`src/rtl/srio_nwr_segmenter.sv`:
```
// Splits one user packet into NWRITE segments of at most MAX_PAYLOAD bytes.
// Each segment gets an address/length request and its completion is awaited before the next.
module srio_nwr_segmenter #(
    parameter int MAX_PAYLOAD = 256,
    parameter int ADDR_W      = 34
) (
    input  logic              clk_srio,
    input  logic              reset_srio,
    input  logic              nwr_req_in,
    input  logic [ADDR_W-1:0] user_taddr_in,
    input  logic [15:0]       user_tlen_in,
    input  logic [63:0]       user_tdata_in,
    input  logic              user_tvalid_in,
    input  logic              user_tfirst_in,
    input  logic [7:0]        user_tkeep_in,
    input  logic              user_tlast_in,
    output logic              user_tready_out,
    output logic              seg_req_out,
    input  logic              seg_req_ready_in,
    output logic [ADDR_W-1:0] seg_addr_out,
    output logic [8:0]        seg_len_out,
    output logic [63:0]       seg_tdata_out,
    output logic              seg_tvalid_out,
    output logic              seg_tfirst_out,
    output logic [7:0]        seg_tkeep_out,
    output logic              seg_tlast_out,
    input  logic              seg_tready_in,
    input  logic              seg_done_in,
    output logic              busy_out,
    output logic              pkt_done_out,
    output logic              len_err_out
);

    typedef enum logic [2:0] {
        ST_IDLE  = 3'd0,
        ST_REQ   = 3'd1,
        ST_DATA  = 3'd2,
        ST_WAIT  = 3'd3,
        ST_DRAIN = 3'd4
    } state_t;

    localparam logic [15:0] MAX_LEN = 16'(MAX_PAYLOAD);

    function automatic logic [8:0] clip_len(input logic [15:0] rem);
        logic [8:0] len;
        if (rem > MAX_LEN) begin
            len = MAX_LEN[8:0];
        end else begin
            len = rem[8:0];
        end
        return len;
    endfunction

    function automatic logic [5:0] beats_of(input logic [8:0] len);
        return 6'((len + 9'd7) >> 3'd3);
    endfunction

    state_t            state_r;
    state_t            next_state_s;
    logic [15:0]       remaining_r;
    logic [ADDR_W-1:0] addr_r;
    logic [ADDR_W-1:0] seg_addr_r;
    logic [8:0]        seg_len_r;
    logic [5:0]        seg_beats_r;
    logic [5:0]        beat_cnt_r;
    logic              seg_req_r;
    logic              pkt_done_r;
    logic              len_err_r;
    logic              busy_r;
    logic              abort_r;
    logic              drain_r;

    logic              in_data_s;
    logic              xfer_s;
    logic              last_beat_s;
    logic              last_seg_s;
    logic [15:0]       rem_after_s;
    logic [8:0]        clip_s;
    logic              unused_tfirst_s;

    assign unused_tfirst_s = user_tfirst_in;

    assign in_data_s   = (state_r == ST_DATA);
    assign xfer_s      = in_data_s & user_tvalid_in & seg_tready_in;
    assign last_beat_s = (beat_cnt_r == (seg_beats_r - 6'd1));
    assign last_seg_s  = (remaining_r == {7'd0, seg_len_r});
    assign rem_after_s = remaining_r - {7'd0, seg_len_r};
    assign clip_s      = clip_len(remaining_r);

    // Data path is a combinational pass-through gated by the FSM phase
    assign seg_tdata_out   = user_tdata_in;
    assign seg_tkeep_out   = user_tkeep_in;
    assign seg_tvalid_out  = user_tvalid_in & in_data_s;
    assign user_tready_out = (in_data_s & seg_tready_in) | (state_r == ST_DRAIN);
    assign seg_tfirst_out  = in_data_s & (beat_cnt_r == 6'd0);
    assign seg_tlast_out   = in_data_s & (last_beat_s | (user_tvalid_in & user_tlast_in));

    assign seg_req_out  = seg_req_r;
    assign seg_addr_out = seg_addr_r;
    assign seg_len_out  = seg_len_r;
    assign busy_out     = busy_r;
    assign pkt_done_out = pkt_done_r;
    assign len_err_out  = len_err_r;

    // Next-state decode for the segmenting FSM
    always_comb begin
        next_state_s = state_r;
        case (state_r)
            ST_IDLE: begin
                if (nwr_req_in && (user_tlen_in != 16'd0)) begin
                    next_state_s = ST_REQ;
                end else begin
                    next_state_s = ST_IDLE;
                end
            end
            ST_REQ: begin
                if (seg_req_r && seg_req_ready_in) begin
                    next_state_s = ST_DATA;
                end else begin
                    next_state_s = ST_REQ;
                end
            end
            ST_DATA: begin
                if (xfer_s && (user_tlast_in || last_beat_s)) begin
                    next_state_s = ST_WAIT;
                end else begin
                    next_state_s = ST_DATA;
                end
            end
            ST_WAIT: begin
                if (!seg_done_in) begin
                    next_state_s = ST_WAIT;
                end else if (abort_r) begin
                    next_state_s = ST_IDLE;
                end else if (drain_r) begin
                    next_state_s = ST_DRAIN;
                end else if (rem_after_s == 16'd0) begin
                    next_state_s = ST_IDLE;
                end else begin
                    next_state_s = ST_REQ;
                end
            end
            ST_DRAIN: begin
                if (user_tvalid_in && user_tlast_in) begin
                    next_state_s = ST_IDLE;
                end else begin
                    next_state_s = ST_DRAIN;
                end
            end
            default: begin
                next_state_s = ST_IDLE;
            end
        endcase
    end

    // State register
    always_ff @(posedge clk_srio) begin
        if (reset_srio) begin
            state_r <= ST_IDLE;
        end else begin
            state_r <= next_state_s;
        end
    end

    // Packet bookkeeping, request fields and status flags
    always_ff @(posedge clk_srio) begin
        if (reset_srio) begin
            remaining_r <= 16'd0;
            addr_r      <= '0;
            seg_addr_r  <= '0;
            seg_len_r   <= 9'd0;
            seg_beats_r <= 6'd0;
            beat_cnt_r  <= 6'd0;
            seg_req_r   <= 1'b0;
            pkt_done_r  <= 1'b0;
            len_err_r   <= 1'b0;
            busy_r      <= 1'b0;
            abort_r     <= 1'b0;
            drain_r     <= 1'b0;
        end else begin
            pkt_done_r <= 1'b0;
            busy_r     <= (next_state_s != ST_IDLE);
            case (state_r)
                ST_IDLE: begin
                    if (nwr_req_in && (user_tlen_in != 16'd0)) begin
                        remaining_r <= user_tlen_in;
                        addr_r      <= user_taddr_in;
                        abort_r     <= 1'b0;
                        drain_r     <= 1'b0;
                    end
                end
                ST_REQ: begin
                    // Request rises one cycle after entering REQ and holds until accepted
                    if (!seg_req_r) begin
                        seg_req_r   <= 1'b1;
                        seg_len_r   <= clip_s;
                        seg_addr_r  <= addr_r;
                        seg_beats_r <= beats_of(clip_s);
                    end else if (seg_req_ready_in) begin
                        seg_req_r  <= 1'b0;
                        beat_cnt_r <= 6'd0;
                    end
                end
                ST_DATA: begin
                    if (xfer_s) begin
                        if (user_tlast_in) begin
                            if (!(last_beat_s && last_seg_s)) begin
                                len_err_r <= 1'b1;
                                abort_r   <= 1'b1;
                            end
                        end else if (last_beat_s) begin
                            if (last_seg_s) begin
                                len_err_r <= 1'b1;
                                drain_r   <= 1'b1;
                            end
                        end else begin
                            beat_cnt_r <= beat_cnt_r + 6'd1;
                        end
                    end
                end
                ST_WAIT: begin
                    if (seg_done_in) begin
                        remaining_r <= rem_after_s;
                        addr_r      <= addr_r + ADDR_W'(seg_len_r);
                        if (!abort_r && !drain_r && (rem_after_s == 16'd0)) begin
                            pkt_done_r <= 1'b1;
                        end
                    end
                end
                default: begin
                end
            endcase
        end
    end

endmodule
```
`config.mk`:
```
export PLATFORM = sky130hd
export DESIGN_NAME = srio_nwr_segmenter
export DESIGN_NICKNAME = d
export VERILOG_FILES = /design/src/rtl/srio_nwr_segmenter.sv
export SDC_FILE = /design/constraint.sdc
export NUM_CORES = 1
export LEC_CHECK = 0
export CAP_MARGIN = 10
export CORE_UTILIZATION = 45
export DETAILED_ROUTE_END_ITERATION = 16
export PLACE_DENSITY_LB_ADDON = 0.3
export RECOVER_POWER = 25
export SYNTH_ARGS = -nofsm -noshare
export SYNTH_HDL_FRONTEND = slang
export SYNTH_SLANG_ARGS = --single-unit
```
`constraint.sdc`:
```
create_clock -name clk_srio -period 6.5 [get_ports clk_srio]
set_input_delay 1.3 -clock clk_srio [delete_from_list [all_inputs] [get_ports clk_srio]]
set_output_delay 1.3 -clock clk_srio [all_outputs]
set_load 0.01 [all_outputs]
```
* Word-level counts from Yosys, hierarchy flattened *
Cells that the tools add are included.

operators by class
  add/subtract/negate cells = 5
  order comparisons = 1
  eq/ne operators = 18
  mux-type cells = 36
  bitwise logic cells = 11
  reduce and logical (&&, ||, !) cells = 27

operators with widths
  kind                   count
  $mux W34               2
  $pmux W34 S2           1
  $add A34 B9 Y34        1
  $mux W16               2
  $pmux W16 S2           1
  $mux W6                5
  $ne A2 B2 Y1 const B   9
  $eq A16 B9 Y1          1
  $gt A16 B9 Y1 const B  1
  $logic_not A16 Y1      1
  $reduce_bool A16 Y1    1
  $sub A16 B9 Y16        1
  $mux W1                15
  $pmux W3 S5            1
  $mux W3                4
  $pmux W6 S2            1
  $reduce_and A6 Y1      2
  $reduce_and A5 Y1      2
  $reduce_bool A2 Y1     5
  $add A9 B3 Y9 const B  1
  $mux W9                1
  $logic_and A1 B1 Y1    7
  $add A6 B1 Y6 const B  1
  $and A1 B1 Y1          6
  18 further kinds       26

word-level totals
  register bits = 114
  bits of input ports = 131
  word-level logic and storage cells = 111

* Depth between registers and ports, before layout *
Gate-level depths: netlist of run 1.

  word-level depth = 8
  mapped depth = 10
  gate-level depth less buffers = 10

* Worst setup path after synthesis of run 1 *
No wires, ideal clock.

  path kind = register to output
  start = register seg_beats_r[0]
  end = output port seg_tlast_out
  arrival = 1.683 ns
  setup slack = 3.517 ns
  stages on the path, launching flop included = 8
  path buffers = 0
  cells stage by stage = dfxtp_1 > inv_1 > ha_1 > nor2b_1 > or3_1 > a31o_2 > o21ai_0 > and2_1

on the way
  longest elaborated chain between the ends = 4

RTL lines
  what                      RTL line  source
  start: declaration        64        logic [5:0] seg_beats_r;
  start signal: assignment  198       seg_beats_r <= beats_of(clip_s);
  $sub A6 B1 Y6             85        assign last_beat_s = (beat_cnt_r == (seg_beats_r - 6'd1));
  $eq A6 B6 Y1              85
  $or A1 B1 Y1              96        assign seg_tlast_out = in_data_s & (last_beat_s | (user_tvalid_in & user_tlast_in));
  $and A1 B1 Y1             96
  end: declaration          26        output logic seg_tlast_out,

No other way between the ends.

* Worst setup path after layout of run 1 *
  start = input port user_tlen_in[5]
  end = register remaining_r[10]

on the way
  longest elaborated chain between the ends = 4

RTL lines
  what                                RTL line  source
  start: declaration                  11        input logic [15:0] user_tlen_in,
  $reduce_bool A16 Y1                 185       if (nwr_req_in && (user_tlen_in != 16'd0)) begin
  $logic_and A1 B1 Y1                 185
  $ne A2 B2 Y1 (no source line)       n/a
  $reduce_and A3 Y1 (no source line)  n/a
  end signal: assignment              186       remaining_r <= user_tlen_in;
  end signal: assignment              223       remaining_r <= rem_after_s;
  end: declaration                    60        logic [15:0] remaining_r;

No other way between the ends.
A chain may end at the register's enable or synchronous reset.

==> impl_results.md, run 1 <==
- Status: finished with violations
- Failing checks: max-capacitance violations, max-slew violations
- CTS resizes: 0
- Clock Path Buffers: 2
- Clk_lat worst skew: 0.43 ns
- Crit-path cells: clkdlybuf4s50_1, nor4_1, nand4_1, nand4b_1, nand2_1, buf_4, a22oi_1, nor2_1
- Max frequency: 241.7 MHz
- #FFs+latches synth: 114
- Largest area contributor in the netlist: dfxtp_1
- First-pass GRT wire length: 32.15 mm
- Hold Fails Final Rpt: 0
- Cts bufs inserted: 17
- Fin Setup TNS: 0 ns
- Unrepaired setup endpoints after global routing: no
- Hold buffers post-CTS: 0
- FF-to-FF path depth: 7
- Crit path kind: input pin to register
- Worst Max-Slew Pin Slew: 2.352 ns
- Max IR drop VDD: 196.7 uV
- Stages on the worst setup path: 8
- Sequential-to-total area share from yosys stat: 32.11%
- IO Count: 254
- Largest net degree at the start of global routing: 49
- Cell Pwr Density: 257.2 nW/um^2
- Slowest Stage Delay on Critical Path: 0.68 ns
- H-tree Lvls: 4
- Detailed placement HPWL: 13.62 mm
- R2r setup slk: 3.01 ns
- # rows: 45
- CP max FO: 29
- Placed Instances: 1145
- Synth top area cells: dfxtp_1 (32%), buf_4 (7.6%), nand2_1 (7.5%)
- Max layer used: met4
- Reg2reg end: seg_beats_r[0]
- WL met2: 8.898 mm
- Gpl congestion: 0.9586
- Most used DFF post-synth: dfxtp_1
- Max-slew violations: 49
- Area grow syn2layout: 17.39%
- Vias in the first global route: 6239
- Leakage dissipation: 3.054 nW
- Initial antenna violation count: 0
- Core area: 15310 um^2
- Fraction of layout cells with a size suffix above 1: 5.590%
- Unique masters post-synth: 68
- Max_cap viols: 1
- Port bufs: 108
- RR Startpoint: state_r[2]
- Die height: 127.7 um
- Avg WL per Cell: 16.88 um
- Die X-Extent: 127.7 um
- Die area: 16300 um^2
- DR iter-0 viols: 556
- Via count: 6767
- Nets: 1107
- Mean post-synth cell area: 7.498 um^2
- Gr ovfl total: 0
- Asr flop ratio synth: 0%
- Reg clk slew, reported paths: 0.06 ns
- Clock root cell: clkbuf_16
- Worst Hold Class: register to register
- Top delay family on crit path: simple AND/OR/NAND/NOR gates
- Remaining DRCs: 0
- Yosys warns: 0
- Arrival time at the worst endpoint: 4.41 ns
- Synthesized cell area: 7108 um^2
- Top-count cell post-synth: nand2_1
- CP bufs+invs: 2
- Setup crit end: remaining_r[10]
- Critical Path Start: user_tlen_in[5]
- Total track usage: 25.05%
- Number of synthesized flops with an enable pin: 0
- Met1 wire length: 8.996 mm
- Critical Path RT: 6.77 ns
- Sink Count: 114
- CP Launch Type: input pin
- DR vias/cell: 5.744
- Syn_nets: 1102
- CP endpoint kind: register
- Commonest cells in the synthesized netlist: nand2_1 (142), dfxtp_1 (114), a21oi_1 (93)
- Detailed Route WL: 19.89 mm
- Initial core utilization: 46.41%
- Post-route minimum period: 4.137 ns
- CP max-delay cell: nand2_1
- Rel. slew slack: -56.80%
- Setup violators final: 0
- Period utilisation layout: 63.64%
- Met3 WL: 1.460 mm
- Antenna viol nets, final: 0
- Setup bufs post-CTS: 0
- Syn Inst Count: 948
- Drt first pass iters: 6
- Yosys top cell area share: 32.11%
- Layout Cells excl Fill: 1178
- CTS tree: yes
- Clock skew: 0.009603 ns
worst min path at each step:
| stage | from | end | cells after the start |
|---|---|---|---|
| global placement | seg_addr_out[17] | seg_addr_out[17] | 2 |
| CTS | seg_addr_out[10] | seg_addr_out[10] | 2 |
| global route | seg_addr_out[20] | seg_addr_out[20] | 2 |
| finish | seg_addr_out[9] | seg_addr_out[9] | 2 |
| floorplan | addr_r[14] | seg_addr_out[14] | 2 |
| detailed placement | seg_addr_out[1] | seg_addr_out[1] | 2 |
layout by cell type, fill, tap and decap left out, drive strengths merged, types with 21 or more instances in the layout:
cell type / netlist / layout
nand2: 142 / 142
dfxtp: 114 / 114
clkdlybuf4s50: 0 / 106
a21oi: 93 / 93
nor2: 79 / 79
o21ai: 47 / 47
a211oi: 34 / 34
nand3: 33 / 33
inv: 27 / 28
ha: 21 / 21
where the power goes:
group | total (W) | internal, W | switching (W)
Combinational | 0.000422 | 0.000178 | 0.000244
Clock | 0.000934 | 0.000566 | 0.000368
Sequential | 0.000791 | 0.000742 | 0.0000492
worst reg2reg max path, cell delays in order (launching register included):
cell and delay, ns:
dfxtp_1 0.54, nor2b_1 0.21, nor2b_1 0.22, nand2b_2 0.10
clkbuf_1 1.67, nor3_1 0.30, a22oi_1 0.26, nor2_1 0.06
cells by family (layout without fill, tap and decap cells):
family / after synthesis / in the layout / share of synthesized area [%]
AO/OA/AOI/OAI: 262 / 262 / 23.54
AND/OR/NAND/NOR: 361 / 361 / 23.96
XOR/XNOR: 27 / 27 / 3.327
other: 0 / 1 / 0
adder cells (fa/ha/maj): 23 / 23 / 4.260
flip-flops: 114 / 114 / 32.11
multiplexers: 5 / 5 / 0.7217
buffers and inverters: 156 / 174 / 12.09
layout make-up:
class	count	area, um^2
Sequential cell	114	2282
Clock inverter	15	162.7
Antenna cell	1	2.502
Timing Repair Buffer	115	1125
Inverter	27	101.3
Multi-Input combinational cell	678	3981
Tap cell	211	264.0
Fill cell	1500	6970
Clock buffer	17	425.4
sequential cells by signal, indices dropped and copies added (netlist names):
register / cells
seg_len_out: 9
addr_r: 34
drain_r: 1
remaining_r: 16
len_err_out: 1
busy_out: 1
seg_req_out: 1
pkt_done_out: 1
state_r: 3
seg_beats_r: 6
abort_r: 1
beat_cnt_r: 6
seg_addr_out: 34
per-stage QoR:
stage               power, W  area [um^2]  utilization [%]  hold WS [ns]  setup slack, ns
floorplan           0.001120         7108                -        0.4403            3.517
global placement    0.001218         7757            50.65        0.4455            1.929
detailed placement  0.001220         7757            50.65        0.4489            1.909
CTS                 0.002151         8346            54.49        0.4567            2.335
global route        0.002241         8342            54.47        0.4795            2.126
finish              0.002146         8344            54.49        0.4543            2.363
per-layer routing:
metal | vias up | GRT usage, %
li1 | 3331 | -
met1 | 3109 | 33.11
met2 | 283 | 38.73
met3 | 44 | 6.427
met4 | 0 | 10.66
met5 | - | 0
No activity file was read; power rests on OpenSTA's default activity.
==> run 2: changes to the inputs <==
--- a/config.mk
+++ b/config.mk
@@ -6,7 +6,7 @@
 export NUM_CORES = 1
 export LEC_CHECK = 0
 export CAP_MARGIN = 10
-export CORE_UTILIZATION = 45
+export CORE_UTILIZATION = 41
 export DETAILED_ROUTE_END_ITERATION = 16
 export PLACE_DENSITY_LB_ADDON = 0.3
 export RECOVER_POWER = 25
==> constraint.sdc (replaced) <==
create_clock -name clk_srio -period 3.59 [get_ports clk_srio]
set_input_delay 0.718 -clock clk_srio [delete_from_list [all_inputs] [get_ports clk_srio]]
set_output_delay 0.718 -clock clk_srio [all_outputs]
set_load 0.01 [all_outputs]
==> impl_results.md, run 2 (synthesis gave the netlist of run 1 again) <==
- Initial antenna violation count: 0 (unchanged)
- Cell Pwr Density: 492.7 nW/um^2 (+92%)
- Die X-Extent: 133.7 um (+4.7%)
- Period utilisation layout: 95.24%
- Detailed Route WL: 20.13 mm (+1.2%)
- Fin Setup TNS: 0 ns (unchanged)
- Clk_lat worst skew: 0.42 ns (about the same)
- Commonest non-fill, non-tap cells in the layout: nand2_1 (141), dfxtp_1 (113), clkdlybuf4s50_1 (107)
- Pwr Total: 0.004210 W (+96%)
- Setup bufs post-CTS: 0 (unchanged)
- Gr ovfl total: 0 (unchanged)
- Worst Hold Class: register to register
- Critical Path RT: 2.87 ns (-3.90 ns)
- # rows: 47 (+4.4%)
- Crit path kind: register to output port
- H-tree Lvls: 4 (unchanged)
- RR Startpoint: seg_len_out[7]
- Critical Path Start: seg_beats_r[0]
- Hold depth: 2 (unchanged)
- DR iter-0 viols: 556 (unchanged)
- CP max FO: 5 (-83%)
- Worst Max-Slew Pin Slew: 1.028 ns (-1.324 ns)
- Initial core utilization: 42.41% (-4.0 points)
- Clock root cell: clkbuf_16
- Rel. slew slack: 31.47% (+88 points)
- Antenna viol nets, final: 0 (unchanged)
- Die height: 133.7 um (+4.7%)
- Max-slew violations: 0 (-100%)
- CP Launch Type: register
- Nets: 1116 (+0.81%)
- Port bufs: 108 (unchanged)
- CP endpoint kind: output port
- Via count: 6799 (+0.47%)
- Detailed placement HPWL: 13.99 mm (+2.7%)
- Clock Path Buffers: 2 (unchanged)
- Worst hold slack: 0.4506 ns (-0.003734 ns)
- Reg clk slew, reported paths: 0.06 ns (about the same)
- Total track usage: 23.05% (-2.0 points)
- Antenna cells: 0 (-1)
- Die area: 17870 um^2 (+9.6%)
- Max frequency: 292.5 MHz
- Most common cell after layout, fill and taps aside: nand2_1
- Cts bufs inserted: 17 (unchanged)
- Setup violators final: 0 (unchanged)
- Clock skew: 0.01063 ns (+0.001027 ns)
- Core area: 16760 um^2 (+9.4%)
- Gpl congestion: 0.9092 (-5.2%)
- Status: finished, final reports clean
- Min-Delay Startpoint: seg_addr_out[11]
- Post-route minimum period: 3.419 ns
- Sink Count: 114 (unchanged)
- CTS tree: yes
- Leakage dissipation: 3.162 nW (+3.5%)
- Hold Fails Final Rpt: 0 (unchanged)
- FF-to-FF path depth: 9 (+2)
- Remaining DRCs: 0 (unchanged)
- Hold buffers post-CTS: 0 (unchanged)
- Vias in the first global route: 6414 (+2.8%)
- Max IR drop VDD: 409.4 uV (+110%)
- First-pass GRT wire length: 32.80 mm (+2.0%)
- Arrival time at the worst endpoint: 2.70 ns (-1.71 ns)
- IO Count: 254 (unchanged)
- Unrepaired setup endpoints after global routing: no
- Largest net degree at the start of global routing: 93 (+90%)
- Drt first pass iters: 6 (unchanged)
- Max_cap viols: 0 (-1)
- Avg WL per Cell: 16.85 um (-0.21%)
- Fraction of layout cells with a size suffix above 1: 6.667% (+1.1 points)
- CTS resizes: 0 (unchanged)
- DR vias/cell: 5.690 (-0.96%)
- Area grow syn2layout: 20.21%
==> run 2: power breakdown <==
part	leakage, nW	switching, W	internal [W]	total, W
sequential	0.932	0.0000883	0.00134	0.00143
combinational	1.89	0.000448	0.000338	0.000786
clock	0.336	0.000633	0.00136	0.00199
==> run 2: through the flow <==
stage          std cells  utilization [%]  worst slack, ns  instance area, um^2
3_3_place_gp        1163            46.83           0.5569                 7849
2_1_floorplan        948                -            1.046                 7108
6_report            1195            50.98           0.1707                 8544
4_1_cts             1195            50.97          0.08003                 8543
3_5_place_dp        1163            46.83           0.5243                 7849
5_1_grt             1195            50.98          0.01910                 8544
==> run 2: metal layers <==
layer  up-vias  part of all wire (%)  global-route usage, %
met5         -                     0                      0
met4         0                   1.8                  9.154
met3        25                   6.5                  4.414
met2       236                    45                  35.85
met1      3191                    46                  31.27
li1       3347                     -                      -
==> run 2: final timing paths <==
path | end | slack [ns]
worst min-delay path | seg_addr_out[11] | 0.45
worst max-delay path | seg_tlast_out | 0.17
worst min register to register | seg_addr_out[11] | 0.45
worst max register to register | state_r[0] | 0.42
==> run 2: layout make-up <==
class,count,area (um^2)
Clock inverter,12,227.7
Inverter,27,101.3
Fill cell,1637,8215
Clock buffer,20,466.7
Timing Repair Buffer,124,1209
Tap cell,220,275.3
Multi-Input combinational cell,678,3981
Sequential cell,114,2283
==> run 2: worst max-delay path, stage by stage, from the launching register on <==
cell and delay [ns]:
dfxtp_2 0.37, inv_1 0.06, ha_1 0.22, nor2b_1 0.13
or3_1 0.34, a31o_2 0.29, o21ai_0 0.20, and2_1 0.15
clkdlybuf4s50_1 0.53
